<file path="src/rtl/ble_pkg.sv">
// =============================================================================
// Module : ble_pkg
// Brief  : Shared BLE link-layer types and constants for the RX/TX byte paths.
// Rev    : 1.0  initial release
// =============================================================================
`default_nettype none

package ble_pkg;

   typedef enum logic [2:0] {
      IDLE    = 3'd0,
      HDR0    = 3'd1,
      HDR1    = 3'd2,
      PAYLOAD = 3'd3,
      CRC     = 3'd4
   } pkt_state_e;

   localparam logic [23:0] CRC24_POLY          = 24'h00065B;
   localparam logic [23:0] ADV_CRC_INIT        = 24'h555555;
   localparam logic [31:0] ADV_ACCESS_ADDR     = 32'h8E89BED6;
   localparam int          BLE_MAX_ADV_PAYLOAD = 37;

   // Whitening seed: W[0]=1, W[1..6]=chan[5..0]; returned as W[6:0].
   function automatic logic [6:0] whiten_seed(input logic [5:0] chan);
      return {chan[0], chan[1], chan[2], chan[3], chan[4], chan[5], 1'b1};
   endfunction

endpackage

`default_nettype wire

</file>
<file path="src/rtl/ble_pdu_parser_if.sv">
// =============================================================================
// Module : ble_pdu_parser_if
// Brief  : Byte-stream bundle between the access-address detector, the PDU
//          parser and the payload consumer.
// Rev    : 1.0  initial release
// =============================================================================
`default_nettype none

interface ble_pdu_parser_if;
   logic [7:0] in_data;
   logic       in_valid;
   logic [7:0] out_data;
   logic       out_valid;
   logic       out_last;

   modport master (
      output in_data, in_valid,
      input  out_data, out_valid, out_last
   );

   modport slave (
      input  in_data, in_valid,
      output out_data, out_valid, out_last
   );
endinterface

`default_nettype wire

</file>
<file path="src/rtl/ble_byte_lfsr.sv">
// =============================================================================
// Module : ble_byte_lfsr
// Brief  : One byte (LSB first) of BLE whitening plus CRC24, purely
//          combinational so RX de-whitening and TX whitening can share it.
// Rev    : 1.0  initial release
// =============================================================================
`default_nettype none

module ble_byte_lfsr
   import ble_pkg::*;
#(
   parameter logic [23:0] POLY = CRC24_POLY
) (
   input  wire logic [7:0]  i_din,
   input  wire logic [6:0]  i_w,
   input  wire logic [23:0] i_c,
   input  wire logic        i_whiten,
   input  wire logic        i_crc_en,
   output logic [7:0]       o_dout,
   output logic [6:0]       o_w_next,
   output logic [23:0]      o_c_next
);

   logic [6:0]  w_w;
   logic [23:0] w_c;
   logic        w_o;
   logic        w_d;
   logic        w_fb;

   always_comb begin
      w_w    = i_w;
      w_c    = i_c;
      w_o    = 1'b0;
      w_d    = 1'b0;
      w_fb   = 1'b0;
      o_dout = 8'h00;
      for (int i = 0; i < 8; i++) begin
         w_o       = w_w[6];
         w_d       = i_din[i] ^ (w_o & i_whiten);
         o_dout[i] = w_d;
         // The whitening LFSR always steps, even in bypass, so its phase
         // stays aligned with the air bit count.
         w_w       = {w_w[5:0], w_o};
         w_w[4]    = w_w[4] ^ w_o;
         w_fb      = w_d ^ w_c[23];
         if (i_crc_en) begin
            w_c = {w_c[22:0], 1'b0} ^ (w_fb ? POLY : 24'h000000);
         end
      end
      o_w_next = w_w;
      o_c_next = w_c;
   end

endmodule

`default_nettype wire

</file>
<file path="src/rtl/ble_pdu_parser.sv">
// =============================================================================
// Module : ble_pdu_parser
// Brief  : De-whitens the post-access-address byte stream, parses the PDU
//          header, forwards the payload and checks the trailing CRC24.
// Rev    : 1.0  initial release
// =============================================================================
`default_nettype none

module ble_pdu_parser
   import ble_pkg::*;
#(
   parameter int          MAX_PAYLOAD = BLE_MAX_ADV_PAYLOAD,
   parameter logic [23:0] CRC_POLY    = CRC24_POLY
) (
   input  wire logic        clk,
   input  wire logic        rst_n,
   input  wire logic        i_pkt_active,
   input  wire logic [5:0]  i_chan_idx,
   input  wire logic        i_whiten_en,
   input  wire logic [23:0] i_crc_init,
   ble_pdu_parser_if.slave  bus,
   output logic             o_hdr_valid,
   output logic [3:0]       o_pdu_type,
   output logic [3:0]       o_hdr_flags,
   output logic [7:0]       o_pdu_len,
   output logic             o_pkt_done,
   output logic             o_crc_ok,
   output logic             o_len_err,
   output logic             o_abort
);

   localparam logic [2:0] c_IDLE    = IDLE;
   localparam logic [2:0] c_HDR0    = HDR0;
   localparam logic [2:0] c_HDR1    = HDR1;
   localparam logic [2:0] c_PAYLOAD = PAYLOAD;
   localparam logic [2:0] c_CRC     = CRC;
   localparam logic [7:0] c_MAX_LEN = 8'(MAX_PAYLOAD);

   logic        r_pkt_d;
   logic [2:0]  r_state;
   logic        r_whiten;
   logic [6:0]  r_w;
   logic [23:0] r_c;
   logic [23:0] r_rx;
   logic [7:0]  r_cnt;
   logic [3:0]  r_type;
   logic [3:0]  r_flags;
   logic [7:0]  r_len;
   logic        r_hdr_valid;
   logic [7:0]  r_out_data;
   logic        r_out_valid;
   logic        r_out_last;
   logic        r_pkt_done;
   logic        r_crc_ok;
   logic        r_len_err;
   logic        r_abort;

   logic        w_rise;
   logic        w_fall;
   logic        w_byte;
   logic        w_crc_en;
   logic [7:0]  w_dout;
   logic [6:0]  w_w_next;
   logic [23:0] w_c_next;
   logic [23:0] w_rx_next;

   assign w_rise   = i_pkt_active & ~r_pkt_d;
   assign w_fall   = ~i_pkt_active & r_pkt_d;
   assign w_byte   = bus.in_valid && (r_state != c_IDLE);
   assign w_crc_en = (r_state == c_HDR0) || (r_state == c_HDR1) || (r_state == c_PAYLOAD);

   // Received CRC bits are kept in air order: first bit ends up in bit 23,
   // lining up directly with the transmitted C[23]..C[0] sequence.
   assign w_rx_next = {r_rx[15:0], w_dout[0], w_dout[1], w_dout[2], w_dout[3],
                       w_dout[4], w_dout[5], w_dout[6], w_dout[7]};

   ble_byte_lfsr #(
      .POLY     (CRC_POLY)
   ) u_lfsr (
      .i_din    (bus.in_data),
      .i_w      (r_w),
      .i_c      (r_c),
      .i_whiten (r_whiten),
      .i_crc_en (w_crc_en),
      .o_dout   (w_dout),
      .o_w_next (w_w_next),
      .o_c_next (w_c_next)
   );

   always_ff @(posedge clk or negedge rst_n) begin
      if (!rst_n) begin
         r_pkt_d     <= 1'b0;
         r_state     <= c_IDLE;
         r_whiten    <= 1'b0;
         r_w         <= 7'h00;
         r_c         <= 24'h000000;
         r_rx        <= 24'h000000;
         r_cnt       <= 8'h00;
         r_type      <= 4'h0;
         r_flags     <= 4'h0;
         r_len       <= 8'h00;
         r_hdr_valid <= 1'b0;
         r_out_data  <= 8'h00;
         r_out_valid <= 1'b0;
         r_out_last  <= 1'b0;
         r_pkt_done  <= 1'b0;
         r_crc_ok    <= 1'b0;
         r_len_err   <= 1'b0;
         r_abort     <= 1'b0;
      end else begin
         r_pkt_d     <= i_pkt_active;
         r_hdr_valid <= 1'b0;
         r_out_valid <= 1'b0;
         r_out_last  <= 1'b0;
         r_pkt_done  <= 1'b0;
         r_len_err   <= 1'b0;
         r_abort     <= 1'b0;

         if (w_rise) begin
            r_whiten <= i_whiten_en;
            r_w      <= whiten_seed(i_chan_idx);
            r_c      <= i_crc_init;
            r_rx     <= 24'h000000;
            r_cnt    <= 8'h00;
            r_crc_ok <= 1'b0;
            r_type   <= 4'h0;
            r_flags  <= 4'h0;
            r_len    <= 8'h00;
            r_state  <= c_HDR0;
         end else if (w_fall && (r_state != c_IDLE)) begin
            r_abort <= 1'b1;
            r_state <= c_IDLE;
         end else if (w_byte) begin
            r_w <= w_w_next;
            r_c <= w_c_next;
            case (r_state)
               c_HDR0: begin
                  r_type  <= w_dout[3:0];
                  r_flags <= w_dout[7:4];
                  r_state <= c_HDR1;
               end
               c_HDR1: begin
                  r_len       <= w_dout;
                  r_hdr_valid <= 1'b1;
                  r_cnt       <= w_dout;
                  if (w_dout > c_MAX_LEN) begin
                     r_len_err <= 1'b1;
                     r_state   <= c_IDLE;
                  end else if (w_dout == 8'h00) begin
                     r_state <= c_CRC;
                  end else begin
                     r_state <= c_PAYLOAD;
                  end
               end
               c_PAYLOAD: begin
                  r_out_data  <= w_dout;
                  r_out_valid <= 1'b1;
                  r_cnt       <= r_cnt - 8'd1;
                  if (r_cnt == 8'd1) begin
                     r_out_last <= 1'b1;
                     r_state    <= c_CRC;
                  end
               end
               c_CRC: begin
                  // r_cnt reaches zero on entry from either HDR1 or PAYLOAD
                  // and counts the three CRC bytes upward.
                  r_rx <= w_rx_next;
                  if (r_cnt == 8'd2) begin
                     r_pkt_done <= 1'b1;
                     r_crc_ok   <= (w_rx_next == r_c);
                     r_state    <= c_IDLE;
                  end else begin
                     r_cnt <= r_cnt + 8'd1;
                  end
               end
               default: r_state <= c_IDLE;
            endcase
         end
      end
   end

   assign o_hdr_valid   = r_hdr_valid;
   assign o_pdu_type    = r_type;
   assign o_hdr_flags   = r_flags;
   assign o_pdu_len     = r_len;
   assign o_pkt_done    = r_pkt_done;
   assign o_crc_ok      = r_crc_ok;
   assign o_len_err     = r_len_err;
   assign o_abort       = r_abort;
   assign bus.out_data  = r_out_data;
   assign bus.out_valid = r_out_valid;
   assign bus.out_last  = r_out_last;

endmodule

`default_nettype wire

</file>
<file path="src/flat_wrapper.sv">
// flat-port wrapper written by rule: the top's interface ports become plain ports
module ble_pdu_parser_flat import ble_pkg::*;
#(
   parameter int          MAX_PAYLOAD = BLE_MAX_ADV_PAYLOAD,
   parameter logic [23:0] CRC_POLY    = CRC24_POLY
)
  (clk, rst_n, i_pkt_active, i_chan_idx, i_whiten_en, i_crc_init, o_hdr_valid, o_pdu_type, o_hdr_flags, o_pdu_len, o_pkt_done, o_crc_ok, o_len_err, o_abort, bus_in_data, bus_in_valid, bus_out_data, bus_out_valid, bus_out_last);
  ble_pdu_parser_if bus_i ();
  input  wire logic clk;
  input  wire logic rst_n;
  input  wire logic i_pkt_active;
  input  wire logic [5:0] i_chan_idx;
  input  wire logic i_whiten_en;
  input  wire logic [23:0] i_crc_init;
  output logic o_hdr_valid;
  output logic [3:0] o_pdu_type;
  output logic [3:0] o_hdr_flags;
  output logic [7:0] o_pdu_len;
  output logic o_pkt_done;
  output logic o_crc_ok;
  output logic o_len_err;
  output logic o_abort;
  input wire logic [$bits(bus_i.in_data)-1:0] bus_in_data;
  input wire logic [$bits(bus_i.in_valid)-1:0] bus_in_valid;
  output wire logic [$bits(bus_i.out_data)-1:0] bus_out_data;
  output wire logic [$bits(bus_i.out_valid)-1:0] bus_out_valid;
  output wire logic [$bits(bus_i.out_last)-1:0] bus_out_last;
  assign bus_i.in_data = bus_in_data;
  assign bus_i.in_valid = bus_in_valid;
  assign bus_out_data = bus_i.out_data;
  assign bus_out_valid = bus_i.out_valid;
  assign bus_out_last = bus_i.out_last;
  ble_pdu_parser #(.MAX_PAYLOAD(MAX_PAYLOAD), .CRC_POLY(CRC_POLY)) u_core (.clk(clk), .rst_n(rst_n), .i_pkt_active(i_pkt_active), .i_chan_idx(i_chan_idx), .i_whiten_en(i_whiten_en), .i_crc_init(i_crc_init), .bus(bus_i), .o_hdr_valid(o_hdr_valid), .o_pdu_type(o_pdu_type), .o_hdr_flags(o_hdr_flags), .o_pdu_len(o_pdu_len), .o_pkt_done(o_pkt_done), .o_crc_ok(o_crc_ok), .o_len_err(o_len_err), .o_abort(o_abort));
endmodule
</file>
<file path="config.mk">
export PLATFORM = sky130hd
export DESIGN_NAME = ble_pdu_parser_flat
export DESIGN_NICKNAME = d
export VERILOG_FILES = /design/src/rtl/ble_pkg.sv /design/src/rtl/ble_pdu_parser_if.sv /design/src/rtl/ble_byte_lfsr.sv /design/src/rtl/ble_pdu_parser.sv /design/src/flat_wrapper.sv
export SDC_FILE = /design/constraint.sdc
export NUM_CORES = 1
export LEC_CHECK = 0
export ABC_AREA = 1
export CAP_MARGIN = 10
export CORE_MARGIN = 1.5
export CORE_UTILIZATION = 45
export CTS_BUF_LIST = sky130_fd_sc_hd__clkbuf_8 sky130_fd_sc_hd__clkbuf_16
export DETAILED_ROUTE_END_ITERATION = 6
export GPL_TIMING_DRIVEN = 0
export HOLD_SLACK_MARGIN = 0.02
export PLACE_DENSITY_LB_ADDON = 0.3
export SLEW_MARGIN = 20
export SYNTH_ARGS = -nofsm -noshare
export SYNTH_HDL_FRONTEND = slang
export SYNTH_SLANG_ARGS = --single-unit
</file>
<file path="constraint.sdc">
create_clock -name clk -period 3.8 [get_ports clk]
set_clock_uncertainty 0.05 [all_clocks]
set_input_delay 0.76 -clock clk [delete_from_list [all_inputs] [get_ports clk]]
set_output_delay 0.76 -clock clk [all_outputs]
set_load 0.05 [all_outputs]
</file>
==> run_results.csv, run 1 <==
group,metric,value,unit
clocking,path_clk_slew,0.07,ns
floorplanning,rows,41,
critical_path,startpoint,"i_pkt_active",
timing,worstMarginPinSlew,0.723,ns
critical_path,slowest_delay,0.49,ns
critical_path,cp_max_fo,10,
power,p_per_area,843,nW/um^2
yosys,syn_nets,861,
yosys,ys_ff_latch,91,
detailed_routing,dr.first_iter.drc_count,583,
clocking,hold_buffers,0,
final_layout,drive_gt1_share,9.62,%
detailed_routing,wl_per_cell,16.3,um
critical_path,required,3.97,ns
min_path,hp-class,"in -> async",
floorplanning,io_pins,74,
final_layout,syn_to_final_growth,21.9,%
critical_path,r2r_slack,1.39,ns
yosys,synth_cell_types,44,
timing,hold_viol_final,0,
power,ir_worst_vdd,0.000387,V
global_route,grt_max_degree,73,
floorplanning,dieArea,13700,um^2
critical_path,crit_family,"buffers and inverters",
yosys,synthMuxAreaShare,0,%
clocking,cts_root_buf,"clkbuf_16",
clocking,clk_latency,0.35,ns
timing,finalMaxSlewViolations,0,
floorplanning,core-area,12600,um^2
clocking,clock_path_buffers,2,
yosys,synth_area_per_cell,7.17,um^2
yosys,synth_warnings,0,
timing,layout_setup_ws,0.846,ns
critical_path,critPathSlowestCell,"clkdlybuf4s50_1",
clocking,post-cts-setup-buffer-count,0,
critical_path,cp-start-kind,"input pin",
detailed_routing,drc,0,
placement,routabilityCongestion,0.960,
clocking,cts_tree,"built",
timing,rsz0062_at_grt,"no",
yosys,synth_fa_ha_area_share,0.858,%
yosys,synthXorXnorAreaFrac,4.46,%
timing,timing.fmax,0.339,GHz
yosys,synth_top_family_by_area,"simple AND/OR/NAND/NOR gates",
yosys,synth_seq_area_share,39.0,%
detailed_routing,drt-pass1-iter-count,5,
timing,whs,0.192,ns
timing,tns,0,ns
status,status,"complete, no violations",
yosys,syn_inst,814,
placement,place_area,6810,um^2
critical_path,crit_chain,"clkdlybuf4s50_1 -> inv_1 -> nor2_2 -> inv_1 -> clkbuf_1 -> clkbuf_1 -> o211ai_1 -> o21ai_0",
global_route,grt_usage,27.3,%
critical_path,cp_num_buf_inv,5,
timing,period_needed,2.95,ns
global_route,grt_first_pass_wirelength,27.9,mm
clocking,htree_levels,3,
global_route,grt_pass1_vias,5481,
yosys,synth-main-ff-cell,"dfrtp_1",
detailed_routing,drt-total-wl,17.5,mm
clocking,clock-sinks,91,
yosys,async_reset_ff_share,100,%
final_layout,diodes,0,
critical_path,endpoint_kind,"register",
placement,io_buffers,73,
detailed_routing,via_count,5832,
yosys,synth_edf_count,0,
yosys,synth-compound-area-share,16.9,%
final_layout,stdcell_area,7110,um^2
clocking,cts_resized,0,
floorplanning,die_w,117,um
detailed_routing,ant_nets,0,
detailed_routing,vias_per_cell,5.42,
placement,hpwl,13.3,mm
global_route,gr-total-overflow,0,
job,maxCapViolCount,0,
placement,dp_worst_setup_slack,0.508,ns
critical_path,critical_path_class,"in -> reg",
floorplanning,start_util,46.2,%
clocking,cts_made_buffers,9,
critical_path,cp.arrival,3.13,ns
timing,maxSlewHeadroom,51.8,%
timing,finalSetupViolCount,0,
global_route,antenna_found_initial,0,
final_layout,nets,946,
yosys,netlist_area,5840,um^2
power,p_leak,3.40,nW
yosys,synth-simple-area-share,30.4,%
timing,fin_crit_sh,77.7,%
critical_path,critical_path.reg2reg.startpoint,"u_core.r_pkt_d$_DFF_PN0_",
floorplanning,die_h,117,um
## worst register-to-register path: stages, from the launching register on
cell and delay (ns):
dfrtp_1 0.40, nor2_2 0.45, inv_1 0.31, clkbuf_1 0.36
clkbuf_1 0.37, o211ai_1 0.24, o21ai_0 0.10
## sequential cells by signal (all words and copies together), names as in the netlist
register	cells
u_core.r_rx	16
u_core.o_hdr_valid	1
u_core.o_crc_ok	1
u_core.bus.out_last	1
u_core.o_len_err	1
u_core.o_pdu_len	8
u_core.r_state	3
u_core.r_w	7
u_core.r_cnt	8
u_core.o_hdr_flags	4
u_core.o_pkt_done	1
u_core.r_c	24
u_core.r_pkt_d	1
u_core.bus.out_data	8
u_core.o_abort	1
u_core.r_whiten	1
u_core.bus.out_valid	1
u_core.o_pdu_type	4
## final cells by class
type | count | area, um^2
Fill cell | 1268 | 5510
Multi-Input combinational cell | 600 | 3070
Sequential cell | 91 | 2280
Timing Repair Buffer | 74 | 759
Inverter | 101 | 379
Clock buffer | 9 | 225
Tap cell | 172 | 215
Buffer | 22 | 110
Clock inverter | 7 | 78.8
## routing by layer
metal | GRT usage (%) | vias up | wire length, um
li1 | - | 2865 | -
met1 | 37.1 | 2697 | 7800
met2 | 44.3 | 235 | 8040
met3 | 4.63 | 35 | 1250
met4 | 9.56 | 0 | 427
met5 | 0 | - | 0
## layout by cell type (no fill, tap or decap), drive strengths merged, types with 8 or more instances in the layout
cell type      count
dfrtp             91
clkbuf            23
nand3             72
inv              104
buf               10
nor2              53
nand4             10
clkdlybuf4s50     72
nand2            262
o21ai             78
xor2              19
o22ai             24
a21oi             25
o211ai             8
## where the power goes
group | internal, mW | switching, mW | total (mW) | leakage, nW
sequential | 1.35 | 0.377 | 1.73 | 1.14
combinational | 1.12 | 2.21 | 3.33 | 2.11
clock | 0.521 | 0.415 | 0.936 | 0.152
## Yosys cell counts, types with 4 or more instances
master / count / area [um^2]
clkbuf_1: 14 / 52.6
a22oi_1: 7 / 52.6
nand2_2: 21 / 131
xnor2_1: 6 / 52.6
xor2_1: 15 / 131
inv_1: 83 / 312
dfrtp_1: 91 / 2280
inv_2: 16 / 60.1
o211ai_1: 8 / 60.1
a21oi_1: 21 / 105
nand2_1: 239 / 897
nand4_1: 10 / 62.6
buf_2: 4 / 20.0
nor2_1: 49 / 184
o21ai_0: 56 / 280
nand3_1: 69 / 345
nor2_2: 4 / 25.0
ha_1: 4 / 50.1
o21ai_1: 18 / 90.1
o2111ai_1: 6 / 52.6
nor3_1: 6 / 30.0
o22ai_1: 24 / 150
## final timing paths
kind	cells after the start	to
min in group clk	2	u_core.o_pdu_type[0]$_DFFE_PN0P_
setup / recovery	8	u_core.r_w[2]$_DFFE_PN0P_
hold / removal	1	u_core.r_cnt[2]$_DFFE_PN0P_
max in group asynchronous	2	u_core.o_crc_ok$_DFFE_PN0P_
setup reg to reg	6	u_core.r_w[2]$_DFFE_PN0P_
hold reg to reg	2	u_core.o_pdu_type[0]$_DFFE_PN0P_
## cells by family (layout without fill, tap and decap cells)
| group | count (synthesis) | in the layout |
|---|---|---|
| flip-flops | 91 | 91 |
| buffers and inverters | 123 | 213 |
| XOR/XNOR | 25 | 25 |
| AO/OA/AOI/OAI | 161 | 161 |
| adder cells (fa/ha/maj) | 4 | 4 |
| AND/OR/NAND/NOR | 410 | 410 |
## per-stage QoR
step | total power, mW | utilization (%) | cells
after floorplan | 4.07 | - | 814
after global placement | 4.96 | 53.7 | 1059
after detailed placement | 5.01 | 54.0 | 1060
after CTS | 5.95 | 56.4 | 1076
after global routing | 6.45 | 56.4 | 1076
final | 6.00 | 56.4 | 1076
No activity file was read; power rests on OpenSTA's default activity.
==> run 2, diff against run 1 <==
- clock period: 3.8 -> 3.02 ns (I/O delays scaled with it)
==> results of run 2 <==
The final DEF is identical to that of run 1. Status: complete, no violations.
Among the figures that moved: setup slack after placement 0.508 ns -> -0.116 ns; setup slack after layout 0.846 ns -> 0.222 ns; hold slack 0.192 ns -> 0.0360 ns; register-to-register setup slack 1.39 ns -> 0.61 ns; total power 6.00 mW -> 7.54 mW; worst IR drop on VDD 0.000387 V -> 0.000487 V
